### src/rtl/inst_fetch_ctrl_if.sv
// Instruction-side SRAM-like bus: one request/accept handshake plus a data return strobe.
// The fetch sequencer is the master; the instruction memory (or its model) is the slave.
interface inst_fetch_ctrl_if;
  logic        inst_req;
  logic [31:0] inst_addr;
  logic        inst_addr_ok;
  logic        inst_data_ok;
  logic [31:0] inst_rdata;

  modport master (
    output inst_req,
    output inst_addr,
    input  inst_addr_ok,
    input  inst_data_ok,
    input  inst_rdata
  );

  modport slave (
    input  inst_req,
    input  inst_addr,
    output inst_addr_ok,
    output inst_data_ok,
    output inst_rdata
  );
endinterface

### src/rtl/inst_fetch_ctrl.sv
// IF-stage fetch sequencer: owns the fetch PC, merges eret/exception/branch redirects,
// keeps one bus transaction in flight and buffers one instruction toward decode.
module inst_fetch_ctrl #(
  parameter logic [31:0] RESET_ADDR = 32'hbfc0_0000,
  parameter logic [31:0] EXC_ADDR   = 32'hbfc0_0380
) (
  input  logic                     clk,
  input  logic                     resetn,
  input  logic                     stall,
  input  logic                     br_take,
  input  logic [31:0]              br_target,
  input  logic                     exc_oc,
  input  logic                     eret,
  input  logic [31:0]              epc,
  inst_fetch_ctrl_if.master        bus,
  output logic                     if_valid,
  output logic [31:0]              if_pc,
  output logic [31:0]              if_inst
);

  typedef enum logic [1:0] {
    IDLE = 2'd0,
    REQ  = 2'd1,
    WAIT = 2'd2,
    HOLD = 2'd3
  } state_t;

  state_t      state;
  state_t      state_nxt;
  logic [31:0] fetch_pc;
  logic [31:0] pend_pc;
  logic        cancel;
  logic        redir;
  logic [31:0] redir_target;

  // eret outranks exception, exception outranks branch
  always_comb begin
    redir        = eret | exc_oc | br_take;
    redir_target = br_target;
    if (eret) begin
      redir_target = epc;
    end else if (exc_oc) begin
      redir_target = EXC_ADDR;
    end
  end

  always_ff @(posedge clk) begin
    if (!resetn) begin
      state <= IDLE;
    end else begin
      state <= state_nxt;
    end
  end

  always_comb begin
    state_nxt = state;
    case (state)
      IDLE: state_nxt = REQ;
      REQ: begin
        if (bus.inst_addr_ok) begin
          state_nxt = WAIT;
        end
      end
      WAIT: begin
        if (bus.inst_data_ok) begin
          state_nxt = (redir || cancel) ? REQ : HOLD;
        end
      end
      HOLD: begin
        if (redir || !stall) begin
          state_nxt = REQ;
        end
      end
      default: state_nxt = IDLE;
    endcase
  end

  always_comb begin
    bus.inst_req  = (state == REQ);
    bus.inst_addr = fetch_pc;
  end

  // A redirect that arrives while a fetch is in flight is parked in pend_pc;
  // the address is only retargeted once the stale data has drained.
  always_ff @(posedge clk) begin
    if (!resetn) begin
      fetch_pc <= RESET_ADDR;
      pend_pc  <= '0;
      cancel   <= 1'b0;
      if_valid <= 1'b0;
      if_pc    <= '0;
      if_inst  <= '0;
    end else begin
      case (state)
        IDLE: begin
          fetch_pc <= redir ? redir_target : RESET_ADDR;
        end
        REQ: begin
          if (redir) begin
            cancel  <= 1'b1;
            pend_pc <= redir_target;
          end
        end
        WAIT: begin
          if (bus.inst_data_ok) begin
            if (redir) begin
              fetch_pc <= redir_target;
              cancel   <= 1'b0;
            end else if (cancel) begin
              fetch_pc <= pend_pc;
              cancel   <= 1'b0;
            end else begin
              if_inst  <= bus.inst_rdata;
              if_pc    <= fetch_pc;
              if_valid <= 1'b1;
            end
          end else if (redir) begin
            cancel  <= 1'b1;
            pend_pc <= redir_target;
          end
        end
        HOLD: begin
          if (redir) begin
            if_valid <= 1'b0;
            fetch_pc <= redir_target;
          end else if (!stall) begin
            if_valid <= 1'b0;
            fetch_pc <= fetch_pc + 32'd4;
          end
        end
        default: begin
        end
      endcase
    end
  end

endmodule

### src/flat_wrapper.sv
// flat-port wrapper written by rule: the top's interface ports become plain ports
module inst_fetch_ctrl_flat 
#(
  parameter logic [31:0] RESET_ADDR = 32'hbfc0_0000,
  parameter logic [31:0] EXC_ADDR   = 32'hbfc0_0380
)
  (clk, resetn, stall, br_take, br_target, exc_oc, eret, epc, if_valid, if_pc, if_inst, bus_inst_req, bus_inst_addr, bus_inst_addr_ok, bus_inst_data_ok, bus_inst_rdata);
  inst_fetch_ctrl_if bus_i ();
  input  logic clk;
  input  logic resetn;
  input  logic stall;
  input  logic br_take;
  input  logic [31:0] br_target;
  input  logic exc_oc;
  input  logic eret;
  input  logic [31:0] epc;
  output logic if_valid;
  output logic [31:0] if_pc;
  output logic [31:0] if_inst;
  output wire logic [$bits(bus_i.inst_req)-1:0] bus_inst_req;
  output wire logic [$bits(bus_i.inst_addr)-1:0] bus_inst_addr;
  input wire logic [$bits(bus_i.inst_addr_ok)-1:0] bus_inst_addr_ok;
  input wire logic [$bits(bus_i.inst_data_ok)-1:0] bus_inst_data_ok;
  input wire logic [$bits(bus_i.inst_rdata)-1:0] bus_inst_rdata;
  assign bus_inst_req = bus_i.inst_req;
  assign bus_inst_addr = bus_i.inst_addr;
  assign bus_i.inst_addr_ok = bus_inst_addr_ok;
  assign bus_i.inst_data_ok = bus_inst_data_ok;
  assign bus_i.inst_rdata = bus_inst_rdata;
  inst_fetch_ctrl #(.RESET_ADDR(RESET_ADDR), .EXC_ADDR(EXC_ADDR)) u_core (.clk(clk), .resetn(resetn), .stall(stall), .br_take(br_take), .br_target(br_target), .exc_oc(exc_oc), .eret(eret), .epc(epc), .bus(bus_i), .if_valid(if_valid), .if_pc(if_pc), .if_inst(if_inst));
endmodule
### config.mk
export PLATFORM = sky130hd
export DESIGN_NAME = inst_fetch_ctrl_flat
export DESIGN_NICKNAME = d
export VERILOG_FILES = /design/src/rtl/inst_fetch_ctrl_if.sv /design/src/rtl/inst_fetch_ctrl.sv /design/src/flat_wrapper.sv
export SDC_FILE = /design/constraint.sdc
export NUM_CORES = 1
export LEC_CHECK = 0
export CAP_MARGIN = 40
export CORE_MARGIN = 3
export CORE_UTILIZATION = 30
export DETAILED_ROUTE_END_ITERATION = 10
export SYNTH_ARGS = -nofsm -noshare
export SYNTH_HDL_FRONTEND = slang
export SYNTH_SLANG_ARGS = --single-unit
### constraint.sdc
create_clock -name clk -period 3.3 [get_ports clk]
set_input_delay 0.825 -clock clk [delete_from_list [all_inputs] [get_ports clk]]
set_output_delay 0.825 -clock clk [all_outputs]
set_load 0.005 [all_outputs]
Word-level counts from Yosys, hierarchy flattened. Cells that the tools add are included.

Flip-flop bits (word level): 132. Bits of input ports: 104. Output and inout bits: 98. Logic and storage cells: 61.

Add/sub/neg operators: 1. Equal/unequal tests: 11. Mux-type cells: 26. Bitwise logic cells: 4. Reduce and logical (&&, ||, !) cells: 12.

Operators with widths (number): $mux W32 (10); $pmux W32 S3 (1); $pmux W32 S2 (1); $add A32 B3 Y32 const B (1); $mux W2 (4); $ne A2 B2 Y1 const B (4); $pmux W2 S4 (1); $reduce_and A4 Y1 (2); $mux W1 (7); $reduce_and A5 Y1 (1); $eq A2 B2 Y1 const B (2); $ne A2 B1 Y1 const B (2); $pmux W1 S2 (2); $reduce_bool A2 Y1 (2); $ne A3 B1 Y1 const B (1); $ne A3 B2 Y1 const B (1); $reduce_and A3 Y1 (1); $reduce_bool A3 Y1 (1); $eq A2 B1 Y1 const B (1); $logic_not A2 Y1 (1); $logic_or A1 B1 Y1 (2); $not A1 Y1 (2); $or A1 B1 Y1 (2); $reduce_and A2 Y1 (1); $logic_not A1 Y1 (1).

Logic depth before layout (Yosys ltp).
Depth after elaboration: 6. Gate-level depth with buffers: 10. Gate-level depth less buffers: 7.

Worst setup path after synthesis. No wires, ideal clock.

Kind: input to register. Start: input eret. End: register u_core.fetch_pc[10] (netlist: u_core.bus.inst_addr[10]). Library setup time: 58 ps. Data arrival time: 2408 ps. Data required time: 3242 ps. Slack: 834 ps. Stages: 6. Path buffers: 2. Cells stage by stage: clkbuf_1 > or4b_1 > clkbuf_1 > or4_1 > a31oi_1 > o21a_1.

Word-level cells in the longest chain between the ends: 5. Elaborated cells on any way between the ends: 11. Those cells by class: 2 x eq/ne; 6 x mux; 2 x bitwise; 1 x reduce/logical.

Ends and longest elaborated chain: start: declaration (line flat_wrapper.sv:15) `input logic eret;`; $or A1 B1 Y1 (2 in series) (line inst_fetch_ctrl.sv:38) `redir = eret | exc_oc | br_take;`; $mux W32 (line inst_fetch_ctrl.sv:106) `if (redir) begin`; $mux W32 (line inst_fetch_ctrl.sv:105) `if (bus.inst_data_ok) begin`; $pmux W32 S3 (line inst_fetch_ctrl.sv:94) `case (state)`; end signal: assignment (line inst_fetch_ctrl.sv:96) `fetch_pc <= redir ? redir_target : RESET_ADDR;`; end signal: assignment (line inst_fetch_ctrl.sv:107) `fetch_pc <= redir_target;`; end signal: assignment (line inst_fetch_ctrl.sv:110) `fetch_pc <= pend_pc;`; end: declaration (line inst_fetch_ctrl.sv:30) `logic [31:0] fetch_pc;`.

Parallel ways exist; a longest one is shown, timed or not. The select of a mux whose other input is x is not followed. A chain may end at the register's enable or synchronous reset.

Worst setup path after layout.
Start: register u_core.state[0]. End: register u_core.if_pc[6].

Word-level cells in the longest chain between the ends: 2.

Ends and longest elaborated chain: start: declaration (line inst_fetch_ctrl.sv:28) `state_t state;`; start signal: assignment (line inst_fetch_ctrl.sv:51) `state <= state_nxt;`; $eq A2 B2 Y1 (line inst_fetch_ctrl.sv:94); $reduce_and A4 Y1 (no line); end signal: assignment (line inst_fetch_ctrl.sv:114) `if_pc <= fetch_pc;`; end: declaration (line inst_fetch_ctrl.sv:17) `output logic [31:0] if_pc,`.

No other way between the ends.

==> flow_summary.yaml <==
synth:
  syn_area_um2: 6336
  ys_ff_latch: 132
  ys_types: 64
  ys_async_sr_fraction_pct: 0
  synth_top_area_share_pct: 41.71
  yosysSeqAreaShare_pct: 41.71
  yosys_most_used_dff: "dfxtp_1"
  syn_nets: 937
  synth-edff-count: 0
  yosysWarnings: 0
  synth_area_leaders: "dfxtp_1 42%, nand2_1 10%, a21oi_1 8.1%"
  yosysTopAreaCell: "dfxtp_1"
  synth_cells: 828
  syn_avg_cell_area_um2: 7.652
worst_setup_path:
  cp_cell_sequence: "inv_1 > ha_1 > nand2_1 > or3_2 > buf_12 > nand2_1 > a21oi_1"
  crit_type: "reg2reg"
  r2r_cells: 7
  required_ns: 3.58
  r2r-end: "u_core.if_pc[6]"
  critPathLaunchType: "register"
  end_kind: "register"
  cp.arrival_ns: 2.87
  r2r_slack_ns: 0.71
  crit_end: "u_core.if_pc[6]"
  reg2reg_from: "u_core.state[0]"
  crit_path_max_incr_delay_ns: 0.67
  critPathMaxFanout: 65
  crit_top_cell: "nand2_1"
  cp_slowest_cell: "ha_1"
  cp-startpoint: "u_core.state[0]"
global_route:
  grt_pass1_vias: 6233
  antenna_found_initial: 0
  grt_use_total_pct: 19.24
  grt_max_degree: 66
  grt_pass1_wl_mm: 34.38
  grt_overflow: 0
placement:
  portBuffers: 201
  dpl.cell_count: 1270
  place_hpwl_mm: 15.98
  place_congestion: 0.8730
layout:
  antenna_cells: 0
  nFillCells: 2094
  drive_gt1_share_pct: 8.333
  area_delta_synth_final_pct: 46.86
  fin_nets: 1128
  final_common_cell: "clkdlybuf4s50_1"
  ff_latch_area_um2: 2643
  multi_input_area_um2: 3386
  stdcell_count: 1302
  mostFrequentLayoutCells: "201 x clkdlybuf4s50_1, 177 x nand2_1, 132 x dfxtp_1"
routing:
  wl_met2_mm: 9.537
  drtIter0Drc: 561
  routedWlPerCell_um: 17.17
  first_pass_iters: 6
  via_count: 6758
  postRouteAntennaNets: 0
  drt-met1-wl_mm: 10.67
  routed-wl-met3_mm: 1.850
  routed_wl_mm: 22.35
  drc: 0
  post_drt_via_cell_ratio: 5.190
  maxUsedRoutingLayer: "met4"
timing:
  fmax_mhz: 386.4
  rsz0062_at_grt: "no"
  max_slew_margin_pct: 47.47
  setup_viol: 0
  slew_violations: 0
  setup_tns_ns: 0
  hold_viol: 0
  final.period_utilization_pct: 78.43
  tightest_slew_ns: 0.7880
  fin_skew_ns: 0.009527
  fin_crit_ns: 2.588
clocking:
  cts_tree: "done"
  cts.htree.levels: 4
  cts-resized-gates: 0
  post_cts_buffers: 0
  cts_buffer_depth: 2
  cts_sinks: 132
  cts_root_buf: "clkbuf_16"
  cts_made_buffers: 17
  clkLatencyLatePin_ns: 0.42
  clk_pin_slew_worst_paths_ns: 0.06
  hold_buffers: 0
die:
  io-pin-count: 202
  die_y_um: 151.3
  die_x_um: 151.3
  rows: 52
  start_util_pct: 30.92
  core_area_um2: 20490
  dieArea_um2: 22900
power_and_ir_drop:
  leakage_nw: 3.238
  vdd_ir_drop_max_mv: 0.2643
  powerDensity_nw_per_um2: 477.7
worst_hold_path:
  hold_class: "reg2reg"
flow_run:
  cap_viol_max_count: 0
run_status:
  status: "finished clean"
-- state kept, by name, summed over array words and instances (netlist names) --
name and count:
u_core.bus.inst_addr 32, u_core.cancel 1, u_core.pend_pc 32, u_core.if_inst 32, u_core.state 2, u_core.if_pc 32, u_core.if_valid 1
-- power breakdown --
group          internal [W]  switching, W  leakage (nW)  total, W
combinational      0.000406      0.000410          1.89  0.000815
sequential          0.00171      0.000119          1.08   0.00183
clock               0.00110      0.000701         0.274   0.00180
-- cells by family after synthesis --
group | after synthesis | synth area share [%]
compound gates | 273 | 27.11
xor+xnor | 5 | 0.6911
fa+ha+maj | 5 | 0.9874
buf+inv | 82 | 5.016
flops | 132 | 41.71
mux | 3 | 0.4937
simple gates | 328 | 23.99
-- cell type report --
class / count / share of cell area, %
timing repair buffer: 241 / 25.12
clock buffer: 21 / 4.733
multi-input combinational: 614 / 36.39
sequential: 132 / 28.40
clock inverter: 11 / 1.197
inverter: 13 / 0.5379
tap: 270 / 3.630
-- worst min path at each step --
stage                             from            endpoint  slack, ns  depth (start not counted)
floorplan           u_core.pend_pc[24]  u_core.pend_pc[24]       0.43                          2
global placement     u_core.if_inst[1]   u_core.if_inst[1]       0.44                          2
detailed placement     u_core.if_pc[1]     u_core.if_pc[1]       0.45                          2
CTS                    u_core.if_pc[1]     u_core.if_pc[1]       0.45                          2
global route        u_core.if_inst[20]  u_core.if_inst[20]       0.47                          2
finish                 u_core.if_pc[1]     u_core.if_pc[1]       0.45                          2
-- worst max-delay path, delay by kind of cell (launching register included) --
kind,cells,cell delay [ns]
flops,1,0.35
compound gates,1,0.06
simple gates,3,1.03
fa+ha+maj,1,0.67
buf+inv,2,0.28
-- cells in the mapped netlist, types with 5 or more instances --
master,number
o211ai_1,11
ha_1,5
nand3_1,23
a22oi_1,13
inv_1,12
o21ai_0,44
nand2b_1,8
nand4_1,7
dfxtp_1,132
o21ai_1,8
o31ai_1,9
and3_1,6
a211oi_1,20
nor2_1,44
a21oi_1,103
o22ai_1,11
nor3_1,9
and2_1,15
and4_1,5
o221a_2,7
nand2_1,177
buf_2,8
a31oi_1,7
clkbuf_1,60
nor4_1,11
a221oi_1,5
-- metal layers --
layer / vias up / global-route usage [%]
li1: 3365 / -
met1: 3080 / 27.72
met2: 289 / 28.45
met3: 24 / 4.877
met4: 0 / 5.213
met5: - / 0
-- metrics by stage --
stage	cell area, µm²	util, %	power (W)	setup slack [ns]	hold WS (ns)
2_1_floorplan	6336	-	0.002235	0.8337	0.4332
3_3_place_gp	8753	42.71	0.002663	0.3890	0.4412
3_5_place_dp	8753	42.71	0.002667	0.3515	0.4458
4_1_cts	9305	45.40	0.004485	0.7213	0.4539
5_1_grt	9305	45.40	0.004647	0.5229	0.4705
6_report	9305	45.40	0.004445	0.7118	0.4508
Power figures use the tool's default switching activity.
